File: src/rtl/vga_pattern_gen.sv
// Purpose : test-pattern source for the 1920x1080@60 VGA output stage; key press selects the next pattern at a frame boundary.
// Latency : PIX_GRB is registered, 1 CLK after CC/LL; MODE and box change only on the frame-end cycle.
// Backpressure: none; pixel stream follows the timing counters every clock, key requests are held until the frame end.
//
// Ports:
//   CLK        pixel clock (148.5 MHz)
//   RESET      synchronous, active-low reset
//   CC, LL     horizontal pixel / vertical line counters from the timing stage
//   KEY_IN     debounced key level from another clock domain; rising edge = next pattern
//   PIX_GRB    registered pixel colour {G,R,B}
//   MODE       currently displayed pattern
//   FRAME_TICK one-cycle pulse after the last pixel clock of each frame
module vga_pattern_gen #(
  parameter int H_ACTIVE  = 1920,
  parameter int V_ACTIVE  = 1080,
  parameter int H_TOTAL   = 2200,
  parameter int V_TOTAL   = 1125,
  parameter int BAR_W     = 240,
  parameter int BAR_H     = 135,
  parameter int BOX       = 128,
  parameter int STEP      = 4,
  parameter int NUM_MODES = 5
) (
  input  logic        CLK,
  input  logic        RESET,
  input  logic [11:0] CC,
  input  logic [10:0] LL,
  input  logic        KEY_IN,
  output logic [2:0]  PIX_GRB,
  output logic [2:0]  MODE,
  output logic        FRAME_TICK
);

  localparam logic [2:0] MODE_VBAR  = 3'd0;
  localparam logic [2:0] MODE_HBAR  = 3'd1;
  localparam logic [2:0] MODE_XOR   = 3'd2;
  localparam logic [2:0] MODE_CHECK = 3'd3;
  localparam logic [2:0] MODE_BOX   = 3'd4;
  localparam logic [2:0] MODE_LAST  = 3'(NUM_MODES - 1);

  localparam logic [11:0] H_ACT  = 12'(H_ACTIVE);
  localparam logic [10:0] V_ACT  = 11'(V_ACTIVE);
  localparam logic [11:0] H_END  = 12'(H_TOTAL - 1);
  localparam logic [10:0] V_END  = 11'(V_TOTAL - 1);
  localparam logic [11:0] X_MAX  = 12'(H_ACTIVE - BOX);
  localparam logic [11:0] X_TURN = 12'(H_ACTIVE - BOX - STEP);
  localparam logic [11:0] X_STEP = 12'(STEP);
  localparam logic [10:0] Y_MAX  = 11'(V_ACTIVE - BOX);
  localparam logic [10:0] Y_TURN = 11'(V_ACTIVE - BOX - STEP);
  localparam logic [10:0] Y_STEP = 11'(STEP);

  // Key synchroniser and edge detector
  logic key_sync1;
  logic key_sync2;
  logic key_prev;
  logic key_edge;
  logic pending;

  // Bouncing box state; dx/dy = 1 means moving towards larger coordinates
  logic [11:0] box_x;
  logic [10:0] box_y;
  logic        box_dx;
  logic        box_dy;

  logic        frame_end;
  logic [11:0] vbar_idx;
  logic [10:0] hbar_idx;
  logic [2:0]  vcode;
  logic [2:0]  hcode;
  logic [12:0] box_x_end;
  logic [11:0] box_y_end;
  logic        in_box;
  logic [2:0]  pix_next;

  assign key_edge  = key_sync2 & ~key_prev;
  assign frame_end = (CC == H_END) && (LL == V_END);

  assign vbar_idx = CC / 12'(BAR_W);
  assign hbar_idx = LL / 11'(BAR_H);
  assign vcode    = (vbar_idx > 12'd7) ? 3'd0 : 3'(12'd7 - vbar_idx);
  assign hcode    = (hbar_idx > 11'd7) ? 3'd0 : 3'(11'd7 - hbar_idx);

  // One extra bit so X+BOX / Y+BOX can never wrap
  assign box_x_end = {1'b0, box_x} + 13'(BOX);
  assign box_y_end = {1'b0, box_y} + 12'(BOX);
  assign in_box    = (CC >= box_x) && ({1'b0, CC} < box_x_end) &&
                     (LL >= box_y) && ({1'b0, LL} < box_y_end);

  always_comb begin
    pix_next = 3'd0;
    if ((CC < H_ACT) && (LL < V_ACT)) begin
      case (MODE)
        MODE_VBAR:  pix_next = vcode;
        MODE_HBAR:  pix_next = hcode;
        MODE_XOR:   pix_next = vcode ^ hcode;
        MODE_CHECK: pix_next = (CC[6] ^ LL[6]) ? 3'd7 : 3'd0;
        MODE_BOX:   pix_next = in_box ? 3'd7 : 3'd1;
        default:    pix_next = 3'd0;
      endcase
    end
  end

  always_ff @(posedge CLK) begin
    if (!RESET) begin
      key_sync1  <= 1'b0;
      key_sync2  <= 1'b0;
      key_prev   <= 1'b0;
      pending    <= 1'b0;
      MODE       <= MODE_VBAR;
      FRAME_TICK <= 1'b0;
      PIX_GRB    <= 3'd0;
      box_x      <= 12'd0;
      box_y      <= 11'd0;
      box_dx     <= 1'b1;
      box_dy     <= 1'b1;
    end else begin
      key_sync1  <= KEY_IN;
      key_sync2  <= key_sync1;
      key_prev   <= key_sync2;
      FRAME_TICK <= frame_end;
      PIX_GRB    <= pix_next;

      // A request consumed at the frame end is replaced by an edge seen in
      // that same cycle, so a press landing exactly on the boundary survives.
      if (frame_end && pending) begin
        MODE    <= (MODE == MODE_LAST) ? MODE_VBAR : MODE + 3'd1;
        pending <= key_edge;
      end else if (key_edge) begin
        pending <= 1'b1;
      end

      // Box decision uses the MODE in effect before this tick's advance.
      if (frame_end && (MODE == MODE_BOX)) begin
        if (box_dx) begin
          if (box_x == X_TURN) begin
            box_x  <= X_MAX;
            box_dx <= 1'b0;
          end else begin
            box_x <= box_x + X_STEP;
          end
        end else begin
          if (box_x == X_STEP) begin
            box_x  <= 12'd0;
            box_dx <= 1'b1;
          end else begin
            box_x <= box_x - X_STEP;
          end
        end

        if (box_dy) begin
          if (box_y == Y_TURN) begin
            box_y  <= Y_MAX;
            box_dy <= 1'b0;
          end else begin
            box_y <= box_y + Y_STEP;
          end
        end else begin
          if (box_y == Y_STEP) begin
            box_y  <= 11'd0;
            box_dy <= 1'b1;
          end else begin
            box_y <= box_y - Y_STEP;
          end
        end
      end
    end
  end

endmodule
File: config.mk
export PLATFORM = sky130hd
export DESIGN_NAME = vga_pattern_gen
export DESIGN_NICKNAME = d
export VERILOG_FILES = /design/src/rtl/vga_pattern_gen.sv
export SDC_FILE = /design/constraint.sdc
export NUM_CORES = 1
export LEC_CHECK = 0
export BUFFER_PORTS_ARGS = -buffer_cell sky130_fd_sc_hd__buf_2
export CAP_MARGIN = 5
export CORE_ASPECT_RATIO = 0.6
export CORE_MARGIN = 2
export CORE_UTILIZATION = 65
export DETAILED_ROUTE_END_ITERATION = 8
export MAX_ROUTING_LAYER = met4
export PLACE_DENSITY = 0.86
export REMOVE_ABC_BUFFERS = 1
export SYNTH_ARGS = -nofsm -noshare
export SYNTH_HDL_FRONTEND = slang
export SYNTH_SLANG_ARGS = --single-unit
File: constraint.sdc
create_clock -name CLK -period 8.6 [get_ports CLK]
set_input_delay 1.29 -clock CLK [delete_from_list [all_inputs] [get_ports CLK]]
set_output_delay 1.29 -clock CLK [all_outputs]
set_load 0.02 [all_outputs]
# Word-level counts from Yosys, hierarchy flattened

Cells that the tools add are included.

Add/subtract/negate cells: 9
Div/mod/pow operators: 2
Magnitude comparators: 8
Equality and inequality tests: 10
Mux-type cells: 20
Bitwise gates (word level): 4
Reduce and logical (&&, ||, !) cells: 10

Operators by type and width:

| operator                                             | count |
|---|---|
| 2-to-1 mux 12 bit                                    | 3 |
| 2-to-1 mux 11 bit                                    | 3 |
| 2-to-1 mux 3 bit                                     | 5 |
| case mux 3 bit (5 select lines)                      | 1 |
| adder 12 x 8 -> 13 bit, second input constant        | 1 |
| < comparator 12 x 13 -> 1 bit                        | 1 |
| adder 11 x 8 -> 12 bit, second input constant        | 1 |
| adder 12 x 3 -> 12 bit, second input constant        | 1 |
| divider 12 x 8 -> 12 bit, second input constant      | 1 |
| == test 12 x 11 -> 1 bit, second input constant      | 1 |
| == test 12 bit, second input constant                | 1 |
| == test 12 x 3 -> 1 bit, second input constant       | 1 |
| >= comparator 12 bit                                 | 1 |
| > comparator 12 x 3 -> 1 bit, second input constant  | 1 |
| < comparator 11 x 12 -> 1 bit                        | 1 |
| < comparator 12 x 11 -> 1 bit, second input constant | 1 |
| subtractor 12 x 3 -> 12 bit, second input constant   | 1 |
| adder 11 x 3 -> 11 bit, second input constant        | 1 |
| divider 11 x 8 -> 11 bit, second input constant      | 1 |
| == test 11 x 10 -> 1 bit, second input constant      | 1 |
| == test 11 bit, second input constant                | 1 |
| == test 11 x 3 -> 1 bit, second input constant       | 1 |
| >= comparator 11 bit                                 | 1 |
| > comparator 11 x 3 -> 1 bit, second input constant  | 1 |
| 16 further kinds                                     | 31 |

Register bits: 36
Input port bits: 26
Output and inout bits: 7
Word-level logic and storage cells: 74

# Logic depth before layout (Yosys ltp)

Gate-level depths: netlist of the first run.

Depth in word-level cells: 7
Depth in mapped cells: 17

# Least setup slack after synthesis of the first run

OpenSTA, ideal clock, no wires.

Path kind: input-to-reg
From: in LL[3]
To: reg PIX_GRB[0]
Setup time: 0.062 ns
Data arrival time: 5.165 ns
Path slack: 3.373 ns
Cell stages on the path: 17
Buffers on the path: 0
Path through: ha_1 > or4bb_1 > mux2i_1 > o311ai_1 > a211oi_2 > nor3_1 > or2_2 > ha_1 > or3_1 > o2111a_1 > o22ai_1 > inv_1 > or4_1 > nand3b_1 > o21ai_2 > or4_1 > nand3_1

Word-level cells in the longest chain between the ends: 5

RTL lines:

| element                                                                 | line | text |
|---|---|---|
| from (decl)                                                             | 27   | `input logic [10:0] LL,` |
| divider 11 x 8 -> 11 bit                                                | 79   | `assign hbar_idx = LL / 11'(BAR_H);` |
| > comparator 11 x 3 -> 1 bit / subtractor 3 bit (equally long branches) | 81   | `assign hcode = (hbar_idx > 11'd7) ? 3'd0 : 3'(11'd7 - hbar_idx);` |
| 2-to-1 mux 3 bit                                                        | 81   |  |
| XOR 3 bit                                                               | 95   | `MODE_XOR: pix_next = vcode ^ hcode;` |
| case mux 3 bit (5 select lines)                                         | 92   | `case (MODE)` |
| to (signal assigned)                                                    | 121  | `PIX_GRB <= pix_next;` |
| to (decl)                                                               | 29   | `output logic [2:0] PIX_GRB,` |

Parallel ways exist; a longest one is shown, timed or not.
A chain may end at the register's enable or synchronous reset.

# Final worst setup path of the first run

Ends and elaborated chain as after synthesis.

==> flow_metrics.py, run 1 <==
metrics = {
    "global_routing": {
        "grt_pass1_vias": 4127,
        "antenna_found_initial": 0,
        "grt_start_max_net_pins": 24,
        "grt_pass1_wl_um": 19800,
        "grt.total_usage_pct": 35.9,
        "gr-total-overflow": 0,
    },
    "die": {
        "dieArea_mm2": 0.00695,
        "die_x_um": 106,
        "start_util_pct": 67.1,
        "core_mm2": 0.00608,
        "rows": 22,
        "die_h_um": 65.4,
        "io_pins": 33,
    },
    "layout": {
        "area_delta_synth_final_pct": 6.99,
        "n_fill_cell": 482,
        "nets": 648,
        "fin_cells": 662,
        "drive_gt1_share_pct": 11.1,
        "multi_input_area_mm2": 0.00320,
        "diodes": 0,
        "seqCellArea_um2": 641,
    },
    "sta": {
        "final_max_slew_viol_count": 0,
        "skew_ps": 20.0,
        "hold_violations": 0,
        "rsz0062_at_grt": "false",
        "finalCritPeriodShare_pct": 65.6,
        "setup_ws_ps": 2960,
        "worst_pin_slew_ps": 993,
        "relSlewSlack_pct": 33.2,
        "layout_min_cycle_time_ps": 5640,
        "finalSetupViolCount": 0,
        "tns_ps": 0,
        "max_freq_ghz": 0.177,
    },
    "clock_network": {
        "clk_latency_ps": 300,
        "numCtsBuffers": 5,
        "path_clk_slew_ps": 70,
        "cts_hold_buf": 0,
        "h-tree-depth": 2,
        "cts_setup_buffers": 0,
        "root_buffer": "clkbuf_8",
        "cts_sinks": 32,
        "cts_tree": "yes",
        "cts_max_path_buffers": 2,
        "ctsResizeCount": 0,
    },
    "setup_path": {
        "crit_type": "input pin to flip-flop",
        "path_max_fanout": 12,
        "critPathArrivalTime_ps": 5880,
        "path_cells": "buf_2 > ha_1 > or4bb_1 > mux2i_1 > o311ai_1 > a211oi_2 > nor3_1 > or2_2 > ha_1 > or3_1 > o2111a_1 > o22ai_1 > inv_1 > or4_1 > nand3b_1 > o21ai_2 > or4_1 > nand3_1",
        "crit_path_max_incr_delay_ps": 510,
        "cp-start-kind": "input pin",
        "crit_path_end_kind": "flip-flop",
        "worstPathRequired_ps": 8840,
        "slowest_stage": "or4bb_1",
        "reg2reg_depth": 13,
    },
    "detailed_routing": {
        "vias_per_cell": 6.78,
        "wl_met2_um": 4560,
        "firstDrtPassIters": 5,
        "drtIter0Drc": 494,
        "wl_per_cell_um": 17.1,
        "dr_total_vias": 4486,
        "drt-met1-wl_um": 5350,
        "wl_met3_um": 1280,
        "highest_layer": "met4",
        "drc": 0,
        "drtAntennaViolNets": 0,
        "wirelength_um": 11400,
    },
    "logic_synthesis": {
        "synth_cell_types": 75,
        "synth_area_mm2": 0.00408,
        "ys_ff_latch": 32,
        "synthArstFlopShare_pct": 0,
        "synth_area_per_cell_um2": 7.26,
        "synth-main-ff-cell": "dfxtp_1",
        "yosysWarningCount": 0,
        "syn_inst": 562,
        "seq_area_frac_synth_pct": 15.7,
        "synth_edf_count": 0,
    },
    "place": {
        "place_congestion": 0.954,
        "dp_hpwl_um": 8520,
        "place_ws_ps": 2730,
        "place_inst": 654,
        "port_buffers": 32,
    },
    "worst_hold_path": {
        "holdCritPathClass": "flip-flop to flip-flop",
        "worstHoldPathCells": 1,
    },
    "run": {
        "drv_cap": 0,
    },
    "status": {
        "status": "finished clean",
    },
    "power": {
        "vdd_drop_max_mv": 0.0694,
        "p_per_area_mw_per_mm2": 94.4,
        "power_leakage_nw": 1.68,
    },
}
==> cell type report <==
class,count,share of cell area (%)
clock buffer,5,1.58
clock inverter,3,0.974
inverter,35,3.01
multi-input combinational,468,73.2
sequential,32,14.7
tap,84,2.41
timing repair buffer,35,4.18
==> synthesized netlist by cell type (8+ instances only) <==
library cell  number  area share, %
xnor2_1           11            2.4
nor2b_1            8            1.2
nor4_1            11            1.7
nand2_1           44            4.0
nand3_1           22            2.7
ha_1              45             14
inv_1             34            3.1
nor2_1            47            4.3
nand4_1           10            1.5
dfxtp_1           32             16
nand2b_1           8            1.2
nor3_1            22            2.7
or3_1              8            1.2
clkbuf_1          22            2.0
a21oi_1           46            5.6
o21ai_0           31            3.8
and3_1             8            1.2
==> routing by layer <==
layer,vias up,global-route usage (%)
li1,2153,-
met1,2040,51.6
met2,267,51.4
met3,26,6.45
met4,0,10.0
met5,-,-
==> cells by family (layout without fill, tap and decap cells) <==
kind of cell / Yosys count / count (layout) / share of synthesized area (%)
buffers and inverters: 62 / 78 / 6.01
muxes: 7 / 7 / 1.75
DFF: 32 / 32 / 15.7
xor gates and xnor gates: 16 / 16 / 3.43
and+or+nand+nor: 224 / 224 / 29.4
adders and majority gates: 48 / 48 / 14.5
AOI/OAI and AO/OA: 173 / 173 / 29.2
==> worst paths after layout <==
path / slack, ps / startpoint / endpoint
setup reg to reg: 5710 / box_x[2]$_SDFFE_PN0P_ / PIX_GRB[1]$_SDFF_PN0_
hold / removal: 460 / key_sync1$_SDFF_PN0_ / key_sync2$_SDFF_PN0_
hold reg to reg: 460 / key_sync1$_SDFF_PN0_ / key_sync2$_SDFF_PN0_
setup / recovery: 2960 / LL[3] / PIX_GRB[0]$_SDFF_PN0_
==> flip-flops by register name, summed over array words and instances, names as in the netlist <==
signal / cells
box_x: 10
box_y: 9
MODE: 3
PIX_GRB: 3
FRAME_TICK: 1
box_dx: 1
box_dy: 1
key_prev: 1
key_sync1: 1
key_sync2: 1
pending: 1
==> metrics by stage <==
stage	hold WS, ps	area (µm²)	total power [mW]	utilization (%)
3_5_place_dp	435	4260	0.262	70.0
6_report	458	4370	0.412	71.8
3_3_place_gp	425	4260	0.259	70.0
4_1_cts	453	4370	0.410	71.8
2_1_floorplan	412	3970	0.225	-
5_1_grt	486	4370	0.431	71.8
==> placed cells by master (no fill, tap or decap), drive strengths merged, types with 6 or more instances in the layout <==
master	instances
or3	8
o31ai	7
nor3	22
o21a	6
o22ai	6
nor2b	8
nor2	48
buf	35
nand2b	8
mux2i	6
o211ai	6
xnor2	11
nand4	10
o21ai	34
ha	45
a31oi	9
nand2	45
and3	8
inv	34
or4	7
a22oi	6
a21oi	47
a211oi	8
nor4	12
nand3	22
dfxtp	32
and2	7
==> worst max-delay path: cells and delay by family <==
family,cells,cell delay (ps)
multiplexers,1,230
AO/OA/AOI/OAI,5,1190
AND/OR/NAND/NOR,8,2350
adder cells (fa/ha/maj),2,550
buffers and inverters,2,290
==> where the power goes <==
group	internal (mW)	total [mW]	leakage [nW]	switching, mW
sequential	0.149	0.150	0.258	0.000522
clock	0.0858	0.150	0.0541	0.0640
combinational	0.0420	0.113	1.37	0.0708
(Power assumes the default switching activity.)
==> run 2, diff against run 1 <==
--- a/config.mk
+++ b/config.mk
@@ -9,10 +9,10 @@
 export CAP_MARGIN = 5
 export CORE_ASPECT_RATIO = 0.6
 export CORE_MARGIN = 2
-export CORE_UTILIZATION = 65
+export CORE_UTILIZATION = 56
 export DETAILED_ROUTE_END_ITERATION = 8
 export MAX_ROUTING_LAYER = met4
-export PLACE_DENSITY = 0.86
+export PLACE_DENSITY = 0.78
 export REMOVE_ABC_BUFFERS = 1
 export SYNTH_ARGS = -nofsm -noshare
 export SYNTH_HDL_FRONTEND = slang
==> constraint.sdc (replaced) <==
create_clock -name CLK -period 4.7 [get_ports CLK]
set_input_delay 0.705 -clock CLK [delete_from_list [all_inputs] [get_ports CLK]]
set_output_delay 0.705 -clock CLK [all_outputs]
set_load 0.02 [all_outputs]
==> flow_metrics.py, run 2 (synthesis results as in run 1) <==
metrics = {
    "status": {
        "status": "finished clean",
    },
    "die": {
        "rows": 24,
        "io_pins": 33,
        "core_mm2": 0.00715,
        "die_x_um": 114,
        "die_h_um": 70.1,
        "dieArea_mm2": 0.00801,
        "start_util_pct": 57.1,
    },
    "sta": {
        "layout_min_cycle_time_ps": 4460,
        "final_max_slew_viol_count": 0,
        "relSlewSlack_pct": 32.0,
        "max_freq_ghz": 0.224,
        "finalCritPeriodShare_pct": 94.9,
        "fin_hold_ws_ps": 443,
        "hold_violations": 0,
        "finalSetupViolCount": 0,
        "worst_pin_slew_ps": 1010,
        "rsz0062_at_grt": "false",
        "skew_ps": 4.43,
    },
    "layout": {
        "reg.largest.list": "box_x x10, box_y x9",
        "mostFrequentLayoutCells": "nor2_1 (47), a21oi_1 (46), ha_1 (45)",
        "diodes": 0,
        "largest_reg_flops": 10,
        "largest_register": "box_x",
        "nets": 673,
        "fin_cells": 694,
        "area_delta_synth_final_pct": 12.8,
        "drive_gt1_share_pct": 14.6,
        "layout.cells.most_common": "nor2_1",
    },
    "clock_network": {
        "cts_max_path_buffers": 2,
        "cts_sinks": 32,
        "path_clk_slew_ps": 50,
        "root_buffer": "clkbuf_16",
        "cts_tree": "yes",
        "clk_latency_ps": 290,
        "numCtsBuffers": 5,
        "h-tree-depth": 2,
    },
    "global_routing": {
        "grt_pass1_wl_um": 20400,
        "grt_pass1_vias": 4147,
        "gr-total-overflow": 0,
        "use_met2_pct": 45.0,
        "grt_start_max_net_pins": 24,
        "top_usage_layer": "met1",
        "antenna_found_initial": 0,
        "grt.total_usage_pct": 32.4,
        "gr-usage-met3_pct": 6.51,
        "grtUsageMet1_pct": 47.9,
    },
    "setup_path": {
        "worstPathRequired_ps": 4930,
        "cp-start-kind": "input pin",
        "crit_type": "input pin to flip-flop",
        "crit_path_end_kind": "flip-flop",
        "critPathArrivalTime_ps": 4690,
        "path_max_fanout": 11,
    },
    "detailed_routing": {
        "wl_per_cell_um": 17.7,
        "firstDrtPassIters": 5,
        "drtIter0Drc": 582,
        "drtAntennaViolNets": 0,
        "drc": 0,
        "dr_total_vias": 4596,
        "wirelength_um": 12300,
        "vias_per_cell": 6.62,
    },
    "worst_hold_path": {
        "holdCritPathClass": "flip-flop to flip-flop",
    },
    "power": {
        "p_per_area_mw_per_mm2": 184,
        "vdd_drop_max_mv": 0.134,
        "power_leakage_nw": 1.82,
    },
    "place": {
        "place_inst": 686,
        "port_buffers": 32,
        "place_congestion": 1.02,
        "dp_hpwl_um": 9520,
    },
    "run": {
        "drv_cap": 0,
    },
}
## run 2: changes by cell type in the layout (fill, tap and decap cells not counted), sizes merged
| cell | change |
|---|---|
| buf | +25 |
| clkbuf | +3 |
| bufinv | -1 |
| clkinv | -1 |
| clkinvlp | -1 |
## run 2: routing by layer
| layer | vias up | share of wire [%] | wire length, µm |
|---|---|---|---|
| met5 | - | 0 | 0 |
| met3 | 17 | 9.7 | 1190 |
| met2 | 244 | 42 | 5120 |
| li1 | 2201 | - | - |
| met4 | 0 | 1.0 | 126 |
| met1 | 2134 | 48 | 5870 |
## run 2: path summary, 6_finish.rpt
kind / from / endpoint / slack [ps] / cells after the start
setup / recovery: LL[3] / PIX_GRB[0]$_SDFF_PN0_ / 240 / 19
hold / removal: key_sync1$_SDFF_PN0_ / key_sync2$_SDFF_PN0_ / 440 / 1
setup reg to reg: box_x[2]$_SDFFE_PN0P_ / PIX_GRB[1]$_SDFF_PN0_ / 1800 / 13
hold reg to reg: key_sync1$_SDFF_PN0_ / key_sync2$_SDFF_PN0_ / 440 / 1
## run 2: timing repair
action | 4_1_cts | 5_1_grt
buffers inserted | 0 | 0
gates resized for setup | 0 | 1
setup endpoints to repair | 0 | 1
hold buffers | 0 | 0
## run 2: layout make-up
class | instances | area [µm²]
Clock buffer | 8 | 146
Fill cell | 620 | 2540
Inverter | 35 | 131
Multi-Input combinational cell | 468 | 3200
Sequential cell | 32 | 641
Tap cell | 91 | 114
Timing Repair Buffer | 60 | 370
## run 2: worst max-delay path, stage by stage
cell and delay [ps]:
buf_2 90, buf_4 180, and3_1 230, nor2_2 80, o311ai_1 540, a211oi_2 80
buf_4 190, o21a_1 190, or2_2 330, ha_1 210, or3_1 370, o2111a_1 160
o22ai_2 200, o221ai_1 160, a32oi_1 250, o22a_1 180, o21ai_2 60, or4_1 410
nand3_1 80
## run 2: metrics by stage
stage               TNS (ps)  total power [mW]  instance area (µm²)  worst slack [ps]  utilization (%)
finish                     0             0.849                 4610               241             64.4
global route               0             0.888                 4610              16.3             64.4
CTS                        0             0.844                 4600               278             64.4
detailed placement     -13.8             0.509                 4450             -13.8             62.3
global placement           0             0.502                 4450               101             62.3
floorplan                  0             0.412                 3970              58.0                -
## run 2: where the power goes
part	switching (mW)	internal, mW
logic	0.141	0.0958
clock network	0.126	0.211
registers	0.00107	0.273
total	0.268	0.581
